**config.mk**
```make
export PLATFORM = sky130hd
export DESIGN_NAME = cw_fetch
export DESIGN_NICKNAME = d
export VERILOG_FILES = /design/src/rtl/cw_fetch.sv
export SDC_FILE = /design/constraint.sdc
export NUM_CORES = 1
export LEC_CHECK = 0
export ABC_AREA = 1
export BUFFER_PORTS_ARGS = -buffer_cell sky130_fd_sc_hd__buf_2
export CORE_MARGIN = 3
export CORE_UTILIZATION = 52
export CTS_CLUSTER_DIAMETER = 30
export DETAILED_ROUTE_END_ITERATION = 8
export PLACE_DENSITY_LB_ADDON = 0.1
export SLEW_MARGIN = 20
export SYNTH_ARGS = -nofsm -noshare
export SYNTH_HDL_FRONTEND = slang
export SYNTH_SLANG_ARGS = --single-unit
```
**constraint.sdc**
```tcl
create_clock -name clk -period 1.6 [get_ports clk]
set_clock_uncertainty 0.15 [all_clocks]
set_input_delay 0.08 -clock clk [delete_from_list [all_inputs] [get_ports clk]]
set_output_delay 0.08 -clock clk [all_outputs]
set_load 0.01 [all_outputs]
```
**src/rtl/cw_fetch.sv**
```systemverilog
// ---------------------------------------------------------------------------
// cw_fetch: control-word fetch stage between the NISC program counter and
// the datapath.
//
// The current PC value is presented straight to a synchronous program ROM.
// Words come back one cycle later and are captured into a 2-entry FIFO.
// The datapath drains the FIFO over a valid/ready handshake. The PC is
// throttled through `hold` so that no word is ever lost or duplicated.
//
// Ports:
//   clk       in   system clock, rising edge
//   nReset    in   asynchronous active-low reset
//   pc_addr   in   current PC value [Psize]
//   hold      out  1 = PC must not advance this cycle
//   rom_addr  out  ROM read address [Psize], equal to pc_addr
//   rom_data  in   ROM read data [Wsize], valid 1 cycle after rom_addr
//   flush     in   discard buffered and in-flight words (branch redirect)
//   cw        out  control word at buffer head [Wsize]
//   cw_valid  out  cw holds a valid word
//   cw_ready  in   datapath accepts cw this cycle
// ---------------------------------------------------------------------------
module cw_fetch #(
    parameter int unsigned Psize = 4,
    parameter int unsigned Wsize = 16
) (
    input  logic             clk,
    input  logic             nReset,
    input  logic [Psize-1:0] pc_addr,
    output logic             hold,
    output logic [Psize-1:0] rom_addr,
    input  logic [Wsize-1:0] rom_data,
    input  logic             flush,
    output logic [Wsize-1:0] cw,
    output logic             cw_valid,
    input  logic             cw_ready
);

    // Buffer storage and bookkeeping
    logic [Wsize-1:0] mem_q [2];
    logic [Wsize-1:0] mem_d [2];
    logic             rd_ptr_q, rd_ptr_d;
    logic             wr_ptr_q, wr_ptr_d;
    logic [1:0]       count_q, count_d;
    logic             pending_q, pending_d;

    logic       pop;
    logic       issue;
    logic       capture;
    logic [2:0] occupancy;

    // The ROM is addressed by the PC directly; the PC itself is the fetch
    // address register, so there is no extra stage here.
    assign rom_addr = pc_addr;

    // Head of buffer comes from registered storage only.
    assign cw       = mem_q[rd_ptr_q];
    assign cw_valid = (count_q != 2'd0);

    always_comb begin
        pop       = cw_valid & cw_ready;
        // Words buffered plus the one in flight: a slot must be guaranteed
        // for every word requested, unless a pop frees one this same cycle.
        occupancy = {1'b0, count_q} + {2'b00, pending_q};
        // Gating with nReset keeps the PC held for the whole reset period.
        issue     = nReset & ~flush & ((occupancy < 3'd2) | pop);
        hold      = ~issue;
        // The word returning in a flush cycle belongs to the old stream.
        capture   = pending_q & ~flush;
    end

    always_comb begin
        mem_d[0]  = mem_q[0];
        mem_d[1]  = mem_q[1];
        rd_ptr_d  = rd_ptr_q;
        wr_ptr_d  = wr_ptr_q;
        count_d   = count_q;
        pending_d = issue;

        if (flush) begin
            // A pop in this cycle is still a completed handshake; its effect
            // is subsumed by emptying the buffer.
            rd_ptr_d = 1'b0;
            wr_ptr_d = 1'b0;
            count_d  = 2'd0;
        end else begin
            if (capture) begin
                mem_d[wr_ptr_q] = rom_data;
                wr_ptr_d        = ~wr_ptr_q;
            end
            if (pop) begin
                rd_ptr_d = ~rd_ptr_q;
            end
            unique case ({capture, pop})
                2'b10:   count_d = count_q + 2'd1;
                2'b01:   count_d = count_q - 2'd1;
                default: count_d = count_q;
            endcase
        end
    end

    always_ff @(posedge clk or negedge nReset) begin
        if (!nReset) begin
            mem_q[0]  <= '0;
            mem_q[1]  <= '0;
            rd_ptr_q  <= 1'b0;
            wr_ptr_q  <= 1'b0;
            count_q   <= 2'd0;
            pending_q <= 1'b0;
        end else begin
            mem_q[0]  <= mem_d[0];
            mem_q[1]  <= mem_d[1];
            rd_ptr_q  <= rd_ptr_d;
            wr_ptr_q  <= wr_ptr_d;
            count_q   <= count_d;
            pending_q <= pending_d;
        end
    end

    // The issue rule keeps buffered + in-flight words within capacity.
    count_le_two: assert property (@(posedge clk) disable iff (!nReset)
        count_q <= 2'd2);

    occupancy_le_two: assert property (@(posedge clk) disable iff (!nReset)
        occupancy <= 3'd2);

endmodule
```
== After elaboration in Yosys (flattened, before gate mapping) ==
Index checks and enable logic that the tools add are counted.

* $add $sub $neg: 3
* $lt $le $gt $ge: 4
* Equal/unequal tests: 2
* Mux-type cells: 12
* Bitwise gates (word level): 11
* Reductions and logical operators: 6

{| class="wikitable"
|+ Operator list
! kind !! number
|-
| 16-bit two-way mux || 4
|-
| 32-bit bitwise mux || 1
|-
| 16-bit demux with 1-bit select || 1
|-
| 2-bit nonzero test || 3
|-
| 1-bit AND || 4
|-
| 2-bit greater-or-equal comparator (second input constant) || 2
|-
| 1-bit two-way mux || 4
|-
| 1-bit inverter || 4
|-
| 1-bit inverter with 2-bit output || 2
|-
| 2-bit case mux with 2 select lines || 1
|-
| 2-bit by 1-bit adder with 3-bit output || 1
|-
| 3-bit by 2-bit less-than comparator with 1-bit output (second input constant) || 1
|-
| 3-bit nonzero test || 1
|-
| 2-bit by 1-bit adder with 2-bit output (second input constant) || 1
|-
| 2-bit by 1-bit equality test with 1-bit output (second input constant) || 1
|-
| 2-bit equality test (second input constant) || 1
|-
| 2-bit by 1-bit less-than comparator with 1-bit output (second input constant) || 1
|-
| 2-bit two-way mux || 1
|-
| 2-bit AND reduction || 1
|-
| 2-bit by 1-bit subtractor with 2-bit output (second input constant) || 1
|-
| 1-bit logical AND || 1
|-
| 1-bit OR || 1
|}

* Flip-flop bits (word level): 37
* Logic and storage cells: 44

== Depth between registers and ports, before layout ==
* Word-level depth: 6
* Mapped depth: 8
* Gate-level depth less buffers: 8

== Least setup slack after synthesis ==
Ideal clock, no wire load.

* Kind: reg-to-reg
* Start: register pending_q
* End: register mem_q[29] in the netlist's numbering
* Setup time: 0.117 ns
* Arrival time: 1.005 ns
* Slack: 0.328 ns
* Cell stages (with the launch flop): 7
* Path buffers: 2
* Cells stage by stage: dfrtp_1 -> nand2_2 -> or2_1 -> buf_6 -> buf_6 -> nand2_1 -> o21ai_2

* Cells in the longest elaborated chain, start to end: 2

{| class="wikitable"
|+ RTL lines
! what !! line !! RTL
|-
| start: declaration || 44 || <nowiki>logic pending_q, pending_d;</nowiki>
|-
| start signal: assignment || 115 || <nowiki>pending_q <= pending_d;</nowiki>
|-
| 1-bit AND || 68 || <nowiki>capture = pending_q & ~flush;</nowiki>
|-
| 2-bit AND reduction (no line) || -- ||
|-
| end: declaration || 39 || <nowiki>logic [Wsize-1:0] mem_q [2];</nowiki>
|}

Every way passes these cells.
A chain may end at the register's enable or synchronous reset.

== Worst setup path after layout ==
* Start: register count_q[1]
* End: output port hold

* Cells in the longest elaborated chain, start to end: 5

{| class="wikitable"
|+ RTL lines
! what !! line !! RTL
|-
| start: declaration || 43 || <nowiki>logic [1:0] count_q, count_d;</nowiki>
|-
| start signal: assignment || 114 || <nowiki>count_q <= count_d;</nowiki>
|-
| 2-bit by 1-bit adder with 3-bit output / 2-bit nonzero test (equally long branches) || 63, 57 ||
|-
| 3-bit by 2-bit less-than comparator with 1-bit output / 1-bit AND (equally long branches) || 65, 60 ||
|-
| 1-bit OR (*) || 65 || <nowiki>issue = nReset & ~flush & ((occupancy < 3'd2) | pop);</nowiki>
|-
| 1-bit AND (*) || 65 ||
|-
| via issue || 47 || <nowiki>logic issue;</nowiki>
|-
| 1-bit inverter (*) || 66 || <nowiki>hold = ~issue;</nowiki>
|-
| end: declaration || 29 || <nowiki>output logic hold,</nowiki>
|}

Mark *: on every way through the listed nets, which the timed path passes. The rest lies on a longest branch.

==> metrics.csv <==
metric;value;unit
status;complete, no violations;
place_ws;0.300;ns
dr_total_vias;1476;
antenna_found_initial;0;
rows;20;
yosysWarnings;0;
grt_max_degree;38;
numPortBuffers;37;
setup_viol;0;
cts_buffers;5;
synth_area_per_cell;8.25;um^2
n_antenna_cell;0;
synth_top_family_by_area;simple AND/OR/NAND/NOR gates;
drtIter0Drc;141;
cts.reportedPaths.clkPinSlew;0.10;ns
finalWeightedCongestion;0.822;
p_total;2.53;mW
synth-compound-area-share;0.134;
synthSimpleGateAreaFrac;0.227;
synthToLayoutAreaGrowth;29.0;%
crit_family;flip-flops;
fin_crit_sh;0.982;
place_area;1960;um^2
powerDensity;1120;nW/um^2
rr_worst_depth;5;
synthAdderAreaFrac;0;
setup_tns;0;ns
cts_root_buf;clkbuf_4;
holdPathStages;0;
ios;46;
critPathBufInv;3;
required;1.37;ns
grt_pass1_wl;6450;um
drive_gt1_frac;0.266;
grt_use_total;0.203;
coreArea;3130;um^2
crit_top_cell;inv_1;
relSlewSlack;0.699;
dieWidth;64.1;um
criticalPathCategory;flip-flop to output pin;
clkSinkCount;37;
startpoint_type;flip-flop;
dp_hpwl;2340;um
cts_max_path_buffers;2;
totalWireLength;3670;um
nNetsFinal;297;
mostFrequentLayoutCell;nand2_1;
cts_tree;yes;
crit_path_cell_trace;inv_1 > a21oi_1 > nor3_2 > inv_1 > buf_2;
holdWs;0.0100;ns
regArea;926;um^2
synth.area.mux_share;0;
layout.cells.non_filler;318;
syn_nets;237;
gr-total-overflow;0;
mappedNetlistArea;1760;um^2
ant_nets;0;
finalCriticalPeriod;1.57;ns
fin_util;0.725;
yosys.area_share.xor_xnor;0.00498;
cp.depth;5;
max_stage_delay;0.44;ns
drc;0;
htreeDepth;2;
die_h;64.1;um
final_max_slew_viol_count;0;
critPathMaxFanout;4;
max_freq;0.636;GHz
ys_ff_latch;37;
yosysSeqAreaShare;0.527;
fillers;255;
netlist_instances;213;
drv_cap;0;
grt_pass1_vias;1482;
holdCritPathClass;input port to output pin;
dp.cells;289;
clk_latency;0.33;ns
end_kind;output pin;
setup_slack;0.0283;ns
crit_arrival;1.34;ns
leakagePower;1.28;nW
finalHoldViolations;0;
routedWlPerCell;11.5;um
worst_pin_slew;0.451;ns
stdcell_area;2270;um^2
peakVddDrop;638;uV
die_area;4110;um^2
via_per_inst;4.64;
multi_input_area;648;um^2
synthDistinctLibCells;19;
start_util;0.562;
drtPass1Iterations;4;
final_cell_mix;nand2_1, dfrtp_1, buf_2;
cpMaxStageDelayCell;dfrtp_1;
==> cell usage after synthesis <==
cell	number	area share
buf_2	4	0.011
inv_2	1	0.0021
buf_6	4	0.026
dfrtp_1	37	0.53
o21ai_0	17	0.048
inv_1	21	0.045
or2_1	1	0.0036
nor2_1	2	0.0043
nand2_2	1	0.0036
xor2_1	1	0.0050
buf_4	4	0.017
o21ai_2	16	0.080
a21oi_1	2	0.0057
clkinv_1	1	0.0021
nand2_1	94	0.20
nand3_1	3	0.0085
nor3_1	1	0.0028
clkbuf_1	2	0.0043
nand4_1	1	0.0036
==> report_power, final <==
part	switching [mW]	internal [mW]	leakage, nW
clock network	0.301	0.373	0.0455
logic	0.337	0.288	0.760
registers	0.105	1.13	0.473
==> cells by family after synthesis <==
group | Yosys count
flip-flops | 37
AO/OA/AOI/OAI | 35
XOR/XNOR | 1
AND/OR/NAND/NOR | 103
buffers and inverters | 37
==> metal layers <==
metal | track usage | wire (um)
met2 | 0.339 | 1770
met1 | 0.249 | 1640
met3 | 0.0545 | 189
met5 | 0 | 0
met4 | 0.0765 | 70
==> state kept, by name, indices dropped and copies added, names as in the netlist <==
signal and cells:
count_q 2, mem_q 32, pending_q 1, rd_ptr_q 1, wr_ptr_q 1
==> final timing paths <==
path                                        start  slack [ns]                    end
min in group asynchronous                  nReset        0.17  mem_q[20]$_DFFE_PN0P_
max in group asynchronous                  nReset        0.80  mem_q[13]$_DFFE_PN0P_
min                                    pc_addr[3]        0.01            rom_addr[3]
max                        count_q[1]$_DFFE_PN0P_        0.03                   hold
min reg2reg                 mem_q[18]$_DFFE_PN0P_        0.34  mem_q[18]$_DFFE_PN0P_
max reg2reg                   pending_q$_DFF_PN0_        0.26  mem_q[27]$_DFFE_PN0P_
==> cell type report <==
class	instances	area share
inverter	23	0.0381
timing repair buffer	67	0.206
multi-input combinational	139	0.286
clock buffer	7	0.0243
tap	44	0.0243
clock inverter	1	0.0132
sequential	37	0.408
==> timing repair <==
item	in CTS	in global routing
hold endpoints to repair	74	0
hold buffers	20	0
gates resized for setup	0	3
setup endpoints to repair	0	3
setup buffers	0	1
(Power assumes the default switching activity.)
